**src/rtl/i2s_adc_receiver.sv**
```systemverilog
// I2S ADC capture: oversamples the codec bit clock, LR clock and data on clk and
// deserialises them into left/right sample pairs behind a valid/ready port.
module i2s_adc_receiver #(
    parameter int SAMPLE_BITS = 16,
    parameter int SYNC_STAGES = 2
) (
    input  logic                   clk,
    input  logic                   reset_in,
    input  logic                   enable,
    input  logic                   aud_bclk,
    input  logic                   aud_adclrck,
    input  logic                   aud_adcdat,
    output logic [SAMPLE_BITS-1:0] left,
    output logic [SAMPLE_BITS-1:0] right,
    output logic                   valid,
    input  logic                   ready,
    output logic                   overrun,
    output logic                   frame_err,
    input  logic                   err_clear
);

    localparam int CNT_W = $clog2(SAMPLE_BITS + 1);
    localparam logic [CNT_W-1:0] CNT_FULL = CNT_W'(SAMPLE_BITS);
    localparam logic [CNT_W-1:0] CNT_LAST = CNT_W'(SAMPLE_BITS - 1);

    typedef enum logic [1:0] {
        ST_HUNT,
        ST_LEFT,
        ST_RIGHT
    } state_t;

    logic [SYNC_STAGES-1:0] bclk_sync;
    logic [SYNC_STAGES-1:0] lrck_sync;
    logic [SYNC_STAGES-1:0] dat_sync;
    logic                   bclk_prev;
    logic                   bclk_s;
    logic                   lrck_s;
    logic                   dat_s;
    logic                   rise_p0;

    state_t                 state;
    state_t                 state_nxt;
    logic [CNT_W-1:0]       cnt;
    logic [CNT_W-1:0]       cnt_nxt;
    logic [SAMPLE_BITS-1:0] shift_p1;
    logic [SAMPLE_BITS-1:0] shift_nxt;
    logic [SAMPLE_BITS-1:0] left_hold;
    logic                   lrck_prev;
    logic                   hold_load;
    logic                   pair_done;
    logic                   ferr_set;
    logic                   vld_p1;
    logic                   ovr_set;

    // Stage p0: input synchronisers and bit-clock rise detection
    always_ff @(posedge clk) begin
        if (reset_in) begin
            bclk_sync <= '0;
            lrck_sync <= '0;
            dat_sync  <= '0;
            bclk_prev <= 1'b0;
        end else begin
            bclk_sync <= {bclk_sync[SYNC_STAGES-2:0], aud_bclk};
            lrck_sync <= {lrck_sync[SYNC_STAGES-2:0], aud_adclrck};
            dat_sync  <= {dat_sync[SYNC_STAGES-2:0], aud_adcdat};
            bclk_prev <= bclk_s;
        end
    end

    assign bclk_s  = bclk_sync[SYNC_STAGES-1];
    assign lrck_s  = lrck_sync[SYNC_STAGES-1];
    assign dat_s   = dat_sync[SYNC_STAGES-1];
    assign rise_p0 = bclk_s & ~bclk_prev;

    always_comb begin
        state_nxt = state;
        cnt_nxt   = cnt;
        shift_nxt = shift_p1;
        hold_load = 1'b0;
        pair_done = 1'b0;
        ferr_set  = 1'b0;
        if (!enable) begin
            state_nxt = ST_HUNT;
            cnt_nxt   = '0;
        end else if (rise_p0) begin
            if (lrck_s != lrck_prev) begin
                // The transition rise carries the previous slot's LSB, never captured
                cnt_nxt = '0;
                case (state)
                    ST_HUNT: begin
                        if (!lrck_s) state_nxt = ST_LEFT;
                    end
                    ST_LEFT: begin
                        if (cnt != CNT_FULL) begin
                            ferr_set  = 1'b1;
                            state_nxt = lrck_s ? ST_HUNT : ST_LEFT;
                        end else if (lrck_s) begin
                            hold_load = 1'b1;
                            state_nxt = ST_RIGHT;
                        end else begin
                            state_nxt = ST_LEFT;
                        end
                    end
                    ST_RIGHT: begin
                        // A short slot drops to hunt, and this same 1->0 rise restarts left
                        if (cnt != CNT_FULL) ferr_set = 1'b1;
                        state_nxt = lrck_s ? ST_HUNT : ST_LEFT;
                    end
                    default: state_nxt = ST_HUNT;
                endcase
            end else if (state != ST_HUNT && cnt != CNT_FULL) begin
                shift_nxt = {shift_p1[SAMPLE_BITS-2:0], dat_s};
                cnt_nxt   = cnt + 1'b1;
                if (state == ST_RIGHT && cnt == CNT_LAST) pair_done = 1'b1;
            end
        end
    end

    // Stage p1: slot FSM, shift register and left holding register
    always_ff @(posedge clk) begin
        if (reset_in) begin
            state     <= ST_HUNT;
            cnt       <= '0;
            lrck_prev <= 1'b0;
            vld_p1    <= 1'b0;
            left_hold <= '0;
        end else begin
            state  <= state_nxt;
            cnt    <= cnt_nxt;
            vld_p1 <= pair_done;
            if (rise_p0) lrck_prev <= lrck_s;
            if (!enable) left_hold <= '0;
            else if (hold_load) left_hold <= shift_p1;
        end
    end

    always_ff @(posedge clk) begin
        shift_p1 <= shift_nxt;
    end

    assign ovr_set = enable & vld_p1 & valid & ~ready;

    // Stage p2: output pair register and handshake
    always_ff @(posedge clk) begin
        if (reset_in) begin
            left  <= '0;
            right <= '0;
            valid <= 1'b0;
        end else if (!enable) begin
            valid <= 1'b0;
        end else if (vld_p1 && (!valid || ready)) begin
            left  <= left_hold;
            right <= shift_p1;
            valid <= 1'b1;
        end else if (valid && ready) begin
            valid <= 1'b0;
        end
    end

    always_ff @(posedge clk) begin
        if (reset_in) begin
            overrun   <= 1'b0;
            frame_err <= 1'b0;
        end else begin
            overrun   <= (overrun & ~err_clear) | ovr_set;
            frame_err <= (frame_err & ~err_clear) | ferr_set;
        end
    end

endmodule

```
**config.mk**
```make
export PLATFORM = sky130hd
export DESIGN_NAME = i2s_adc_receiver
export DESIGN_NICKNAME = d
export VERILOG_FILES = /design/src/rtl/i2s_adc_receiver.sv
export SDC_FILE = /design/constraint.sdc
export NUM_CORES = 1
export LEC_CHECK = 0
export CORE_MARGIN = 3
export CORE_UTILIZATION = 40
export DETAILED_ROUTE_END_ITERATION = 16
export GPL_ROUTABILITY_DRIVEN = 0
export SYNTH_ARGS = -nofsm -noshare
export SYNTH_HDL_FRONTEND = slang
export SYNTH_SLANG_ARGS = --single-unit
```
**constraint.sdc**
```tcl
create_clock -name clk -period 3.2 [get_ports clk]
set_input_delay 0.64 -clock clk [delete_from_list [all_inputs] [get_ports clk]]
set_output_delay 0.64 -clock clk [all_outputs]
set_load 0.01 [all_outputs]
```
After elaboration in Yosys (flattened, before gate mapping)
Index checks and enable logic that the tools add are counted.
{"block": "totals", "register_bits": 83, "input_bits": 8, "output_inout_bits": 35}
{"block": "classes", "addsub": 1, "n_eq_ne": 6, "muxes": 21, "n_reduce_logical": 17, "n_bitwise": 15}
{"op": "two-way mux 1 bit", "count": 15}
{"op": "two-way mux 5 bit", "count": 2}
{"op": "NOT 1 bit", "count": 7}
{"op": "AND 1 bit", "count": 6}
{"op": "two-way mux 2 bit", "count": 3}
{"op": "one-hot mux 2 bit (3 select lines)", "count": 1}
{"op": "nonzero test 2 bit", "count": 3}
{"op": "adder 5 x 1 -> 5 bit, second input constant", "count": 1}
{"op": "== test 5 x 4 -> 1 bit, second input constant", "count": 1}
{"op": "!= test 5 bit, second input constant", "count": 1}
{"op": "OR reduction 5 bit", "count": 1}
{"op": "logical AND 1 bit", "count": 4}
{"op": "AND reduction 2 bit", "count": 2}
{"op": "AND reduction 4 bit", "count": 1}
{"op": "OR reduction 2 bit", "count": 2}
{"op": "AND reduction 3 bit", "count": 1}
{"op": "== test 2 x 1 -> 1 bit, second input constant", "count": 1}
{"op": "== test 2 bit, second input constant", "count": 1}
{"op": "zero test 2 bit", "count": 1}
{"op": "!= test 2 bit, second input constant", "count": 1}
{"op": "OR 1 bit", "count": 2}
{"op": "zero test 1 bit", "count": 1}
{"op": "logical OR 1 bit", "count": 1}
{"op": "!= test 1 bit", "count": 1}

Logic depth before layout (Yosys ltp)
{"block": "logic_depth", "word_depth": 7, "depth_mapped": 8, "depth_no_buf": 6}

Worst setup path before layout
Ideal clock, no wire load.
{"block": "synth_path", "path_kind": "register to register", "from": "register state[0]", "to": "register shift_p1[0] (enable)", "n_path_buf": 0, "required_ps": 2826, "path_stages_with_launch": 6, "slack_ps": 1041, "synth_period_minus_slack_ps": 2159, "t_arrival_ps": 1785, "cell_sequence": "dfxtp_1 -> inv_1 -> ha_1 -> nor3b_1 -> nor3b_1 -> and2_1"}
{"block": "synth_via", "elab_chain_cells": 3}
{"item": "from (decl)", "line": "41", "source": "state_t state;"}
{"item": "from (signal assigned)", "line": "128", "source": "state <= state_nxt;"}
{"item": "nonzero test 2 bit", "line": "111", "source": "end else if (state != ST_HUNT && cnt != CNT_FULL) begin"}
{"item": "logical AND 1 bit", "line": "111"}
{"item": "AND reduction 4 bit (no source line)"}
{"item": "to (signal assigned)", "line": "138", "source": "shift_p1 <= shift_nxt;"}
{"item": "to (decl)", "line": "45", "source": "logic [SAMPLE_BITS-1:0] shift_p1;"}
No other way between the ends.
A chain may end at the register's enable or synchronous reset.

Worst setup path in the final report
{"block": "layout_path", "from": "register state[0]", "to": "register shift_p1[10] (enable)"}
Same word-level chain as after synthesis.

==> impl.org <==
** Synthesis
- Fraction of registers with async set or reset after synthesis :: 0%
- Fraction of synthesized area in multiplexers :: 0.9780%
- Largest family of logic cells by synthesized area :: simple AND/OR/NAND/NOR gates
- Synthesized netlist cell count :: 325
- The most common cell in the synthesized netlist is sky130_fd_sc_hd__nand2_1.
- Top post-synthesis cells by area :: sky130_fd_sc_hd__dfxtp_1 (44%), sky130_fd_sc_hd__edfxtp_1 (16%), sky130_fd_sc_hd__nand2_1 (8.3%)
- Summing the areas of all compound-gate instances in the mapped netlist gives 13.53% of the synthesized area.
- Most used DFF post-synth :: sky130_fd_sc_hd__dfxtp_1
- Number of different library cells in the post-synthesis netlist :: 35
- Sorting the synthesized cells by how often they occur yields sky130_fd_sc_hd__nand2_1 (68), sky130_fd_sc_hd__dfxtp_1 (67), sky130_fd_sc_hd__a21oi_1 (50), sky130_fd_sc_hd__nand3_1 (19), sky130_fd_sc_hd__clkbuf_1 (18).
- Syn. warnings :: 0
- Summing every instance area after synthesis gives between 0.003 and 0.004 sq mm.
- Area share of xor/xnor cells in the synthesized design :: 0.5297%
- The synthesized netlist devotes 2.852% of its cell area to adder and majority cells.
- Synth top area share :: a little over two fifths
- The synthesized design contains 16 enable-type register cells.
- The share of the Yosys chip area taken by registers is 59.33%.
- After synthesis the netlist holds a flip-flop and latch count of 83.
- Counting every net in the synthesized netlist gives between 300 and 400.
- Post-synth top area cell :: sky130_fd_sc_hd__dfxtp_1
- Syn avg cell area :: 9.448 sq um
- Simple-gate share of the synthesized area :: 18.42%

** Run status
- The run finished with clean final reports.

** Clock tree
- Total CTS buffers :: 9
- Clk Latency, worst-skew pair :: between 0.3 and 0.4 ns
- TritonCTS Sinks :: 83
- The tree is rooted in a sky130_fd_sc_hd__clkbuf_8.
- Buffers added to address setup during post-CTS repair amount to 0.
- CTS tree :: done
- Buffer depth of the longest clock path :: 2
- Clock-pin slew was measured on the worst setup and hold paths at about 0.08 ns.
- For this design, the CTS-stage hold fixing added 0 buffers.
- Gates resized during post-CTS repair numbered 0.
- Clock H-tree levels :: 3

** Setup path
- Arrival time at the worst endpoint :: around 2.5 ns
- Worst setup path start :: state[0]$_SDFFE_PP0P_
- The worst setup path is of the reg -> reg kind.
- Category of the worst setup path launch point :: flip-flop
- Critical Path End Type :: flip-flop
- In this run the worst path has a maximum fanout of 16.
- The startpoint identified for the worst register-to-register timing path is state[0]$_SDFFE_PP0P_.
- CP Data Required Time :: around 3.2 ns

** Min path
- In this run the worst hold path is classified as reg -> reg.
- Worst hold path startpoint :: dat_sync[1]$_SDFF_PP0_

** Timing
- Ratio of final minimum period to clock period :: 78.53%
- On the final layout, the worst hold slack is 0.4179 ns.
- Highest attainable clock frequency :: 0.3979 GHz
- Count of endpoints failing setup in the final report :: 0
- The final hold violation count is 0.
- Setup repair after global routing missed its margin :: no
- Clock Skews :: 0.006543 ns
- Accumulated negative setup slack :: 0 ns
- In this run the tightest slew margin relative to its limit is between 50% and 60%.
- Pins Over Slew Limit :: 0
- For the pin with the worst max-slew slack, the measured transition is ~0.69 ns.
- Post-layout min period :: 2.513 ns

** Detailed routing
- Detail Route Antenna Nets :: 0
- After detailed routing, the number of vias per cell comes to 4.976.
- For this run, design rule violations remaining after detail routing come to 0.
- Wirelength per Cell :: around 14 um
- Total via count after detailed routing :: 2,304
- Detailed Route WL :: 6378 um
- Length of the first detailed-routing pass in iterations :: 4
- After the first detailed-routing iteration, the DRC count stood at just under 80.

** Layout
- Core occupancy in the finished layout :: roughly half
- Area growth, synth to finish :: 21.72%
- The filler cells instantiated in the layout total about 700.
- N_diodes :: 0
- The finished cells cover 0.003737 sq mm.
- The post-route netlist has 7.418% of its cells at a drive strength greater than 1.
- Final net count :: 374

** GRT
- For this run the aggregate overflow at the end of global routing stands at 0.
- The first global-routing pass estimated ~11,000 um of wire.
- The number of global-route vias before repair is 2,202.
- Gr usage total :: 15.70%
- Initial antenna violation count :: 0
- Largest net degree at the start of global routing :: 43

** Power and ir drop
- Combinational Power Share :: 1.9%
- Internal power comes to 0.001438 W.
- Worst IR drop on VDD :: 0.2294 mV
- Sw frac :: 21.70%
- Part of the total power dissipated in the clock network :: 40.1%
- The share of total power dissipated in sequential elements is between 50% and 60%.
- For this design the ratio of total power to cell area is 491.3 mW/mm^2.
- For this design the static power due to leakage is 1.215 nW.
- In this run the power spent charging and discharging nets is approximately 0.0004 W.

** Die
- Floorplan die area :: 0.008764 sq mm
- Std cell rows :: 31
- Top-level port count :: 43
- Core region area :: 0.007331 sq mm
- Once the floorplan was initialized, standard cells occupied 41.88% of the core.
- Die height :: 93.62 um
- Die extent in x :: 93.62 um

** Placed design
- During placement, the flow inserted port buffers numbering between 40 and 50.
- Area post-placement :: roughly 0.0035 sq mm
- Summed over all nets, the half-perimeter wirelength after detailed placement is 4157 um.

** Job
- Max-cap violations in this run came to 0.
[layout make-up]
type                            instances  area, sq um  share of cell area [%]
Clock buffer                           10        127.6                   3.415
Clock inverter                          6        66.31                   1.774
Inverter                               10        37.54                   1.004
Multi-Input combinational cell        210         1117                   29.90
Sequential cell                        83         1822                   48.74
Tap cell                               99        123.9                   3.314
Timing Repair Buffer                   45        442.9                   11.85
[stage by stage]
step | power, W | worst slack, ns | cells
floorplan | 0.001110 | 1.041 | 325
global placement | 0.001125 | 0.8265 | 447
detailed placement | 0.001125 | 0.6710 | 447
CTS | 0.001863 | 0.6577 | 463
global route | 0.001907 | 0.4653 | 463
finish | 0.001836 | 0.6870 | 463
[cells in the final DEF, fill, tap and decap left out, types with 2 or more instances in the layout]
cell                              count
sky130_fd_sc_hd__edfxtp_1            16
sky130_fd_sc_hd__dfxtp_1             67
sky130_fd_sc_hd__nor3b_1              2
sky130_fd_sc_hd__a22oi_1              2
sky130_fd_sc_hd__nor2_1              10
sky130_fd_sc_hd__clkinvlp_4           3
sky130_fd_sc_hd__clkdlybuf4s50_1     42
sky130_fd_sc_hd__a32oi_1              2
sky130_fd_sc_hd__clkbuf_8             9
sky130_fd_sc_hd__nand2b_1             2
sky130_fd_sc_hd__o21ai_0             17
sky130_fd_sc_hd__and3_2               3
sky130_fd_sc_hd__buf_4                3
sky130_fd_sc_hd__ha_1                 7
sky130_fd_sc_hd__inv_1               10
sky130_fd_sc_hd__a31oi_1              2
sky130_fd_sc_hd__a21oi_1             50
sky130_fd_sc_hd__mux2i_1              3
sky130_fd_sc_hd__nor2b_1              8
sky130_fd_sc_hd__nand3_1             19
sky130_fd_sc_hd__nand2_1             68
[kinds of logic (layout without fill, tap and decap cells)]
group,Yosys count,after routing
compound gates,77,77
xor+xnor,1,1
fa+ha+maj,7,7
buf+inv,32,71
flops,83,83
mux,3,3
simple gates,122,122
[state kept, by name, indices dropped and copies added, names as in the netlist, 2 cells and up]
name	flops
bclk_sync	2
cnt	5
dat_sync	2
left	16
left_hold	16
lrck_sync	2
right	16
shift_p1	16
state	2
[final timing paths]
| kind | to | slack, ns | cells past startpoint |
|---|---|---|---|
| worst max-delay path | shift_p1[10]$_DFFE_PP_ | 0.69 | 5 |
| worst min-delay path | shift_p1[0]$_DFFE_PP_ | 0.42 | 0 |
| worst max register to register | shift_p1[10]$_DFFE_PP_ | 0.69 | 5 |
| worst min register to register | shift_p1[0]$_DFFE_PP_ | 0.42 | 0 |
[worst max-delay path: stages (launching register included)]
cell                      delay, ns
sky130_fd_sc_hd__dfxtp_1       0.38
sky130_fd_sc_hd__inv_1         0.08
sky130_fd_sc_hd__ha_1          0.24
sky130_fd_sc_hd__nor3b_1       0.34
sky130_fd_sc_hd__nor3b_1       0.45
sky130_fd_sc_hd__and2_1        0.65
[layer usage]
metal / up-vias / track usage (%) / wire [um]
met1: 1086 / 19.72 / 2840
met4: 0 / 7.341 / 82
met3: 8 / 3.942 / 259
met2: 44 / 25.31 / 3196
li1: 1166 / - / -
met5: - / 0 / 0
[power by group through the flow]
stage | Combinational, W | Clock [W] | Sequential, W
after floorplan | 0.0000202 | 0 | 0.00109
after global placement | 0.0000349 | 0 | 0.00109
after detailed placement | 0.0000348 | 0 | 0.00109
after CTS | 0.0000348 | 0.000762 | 0.00107
after global routing | 0.0000381 | 0.000803 | 0.00107
final | 0.0000341 | 0.000737 | 0.00107
(Power assumes the default switching activity.)
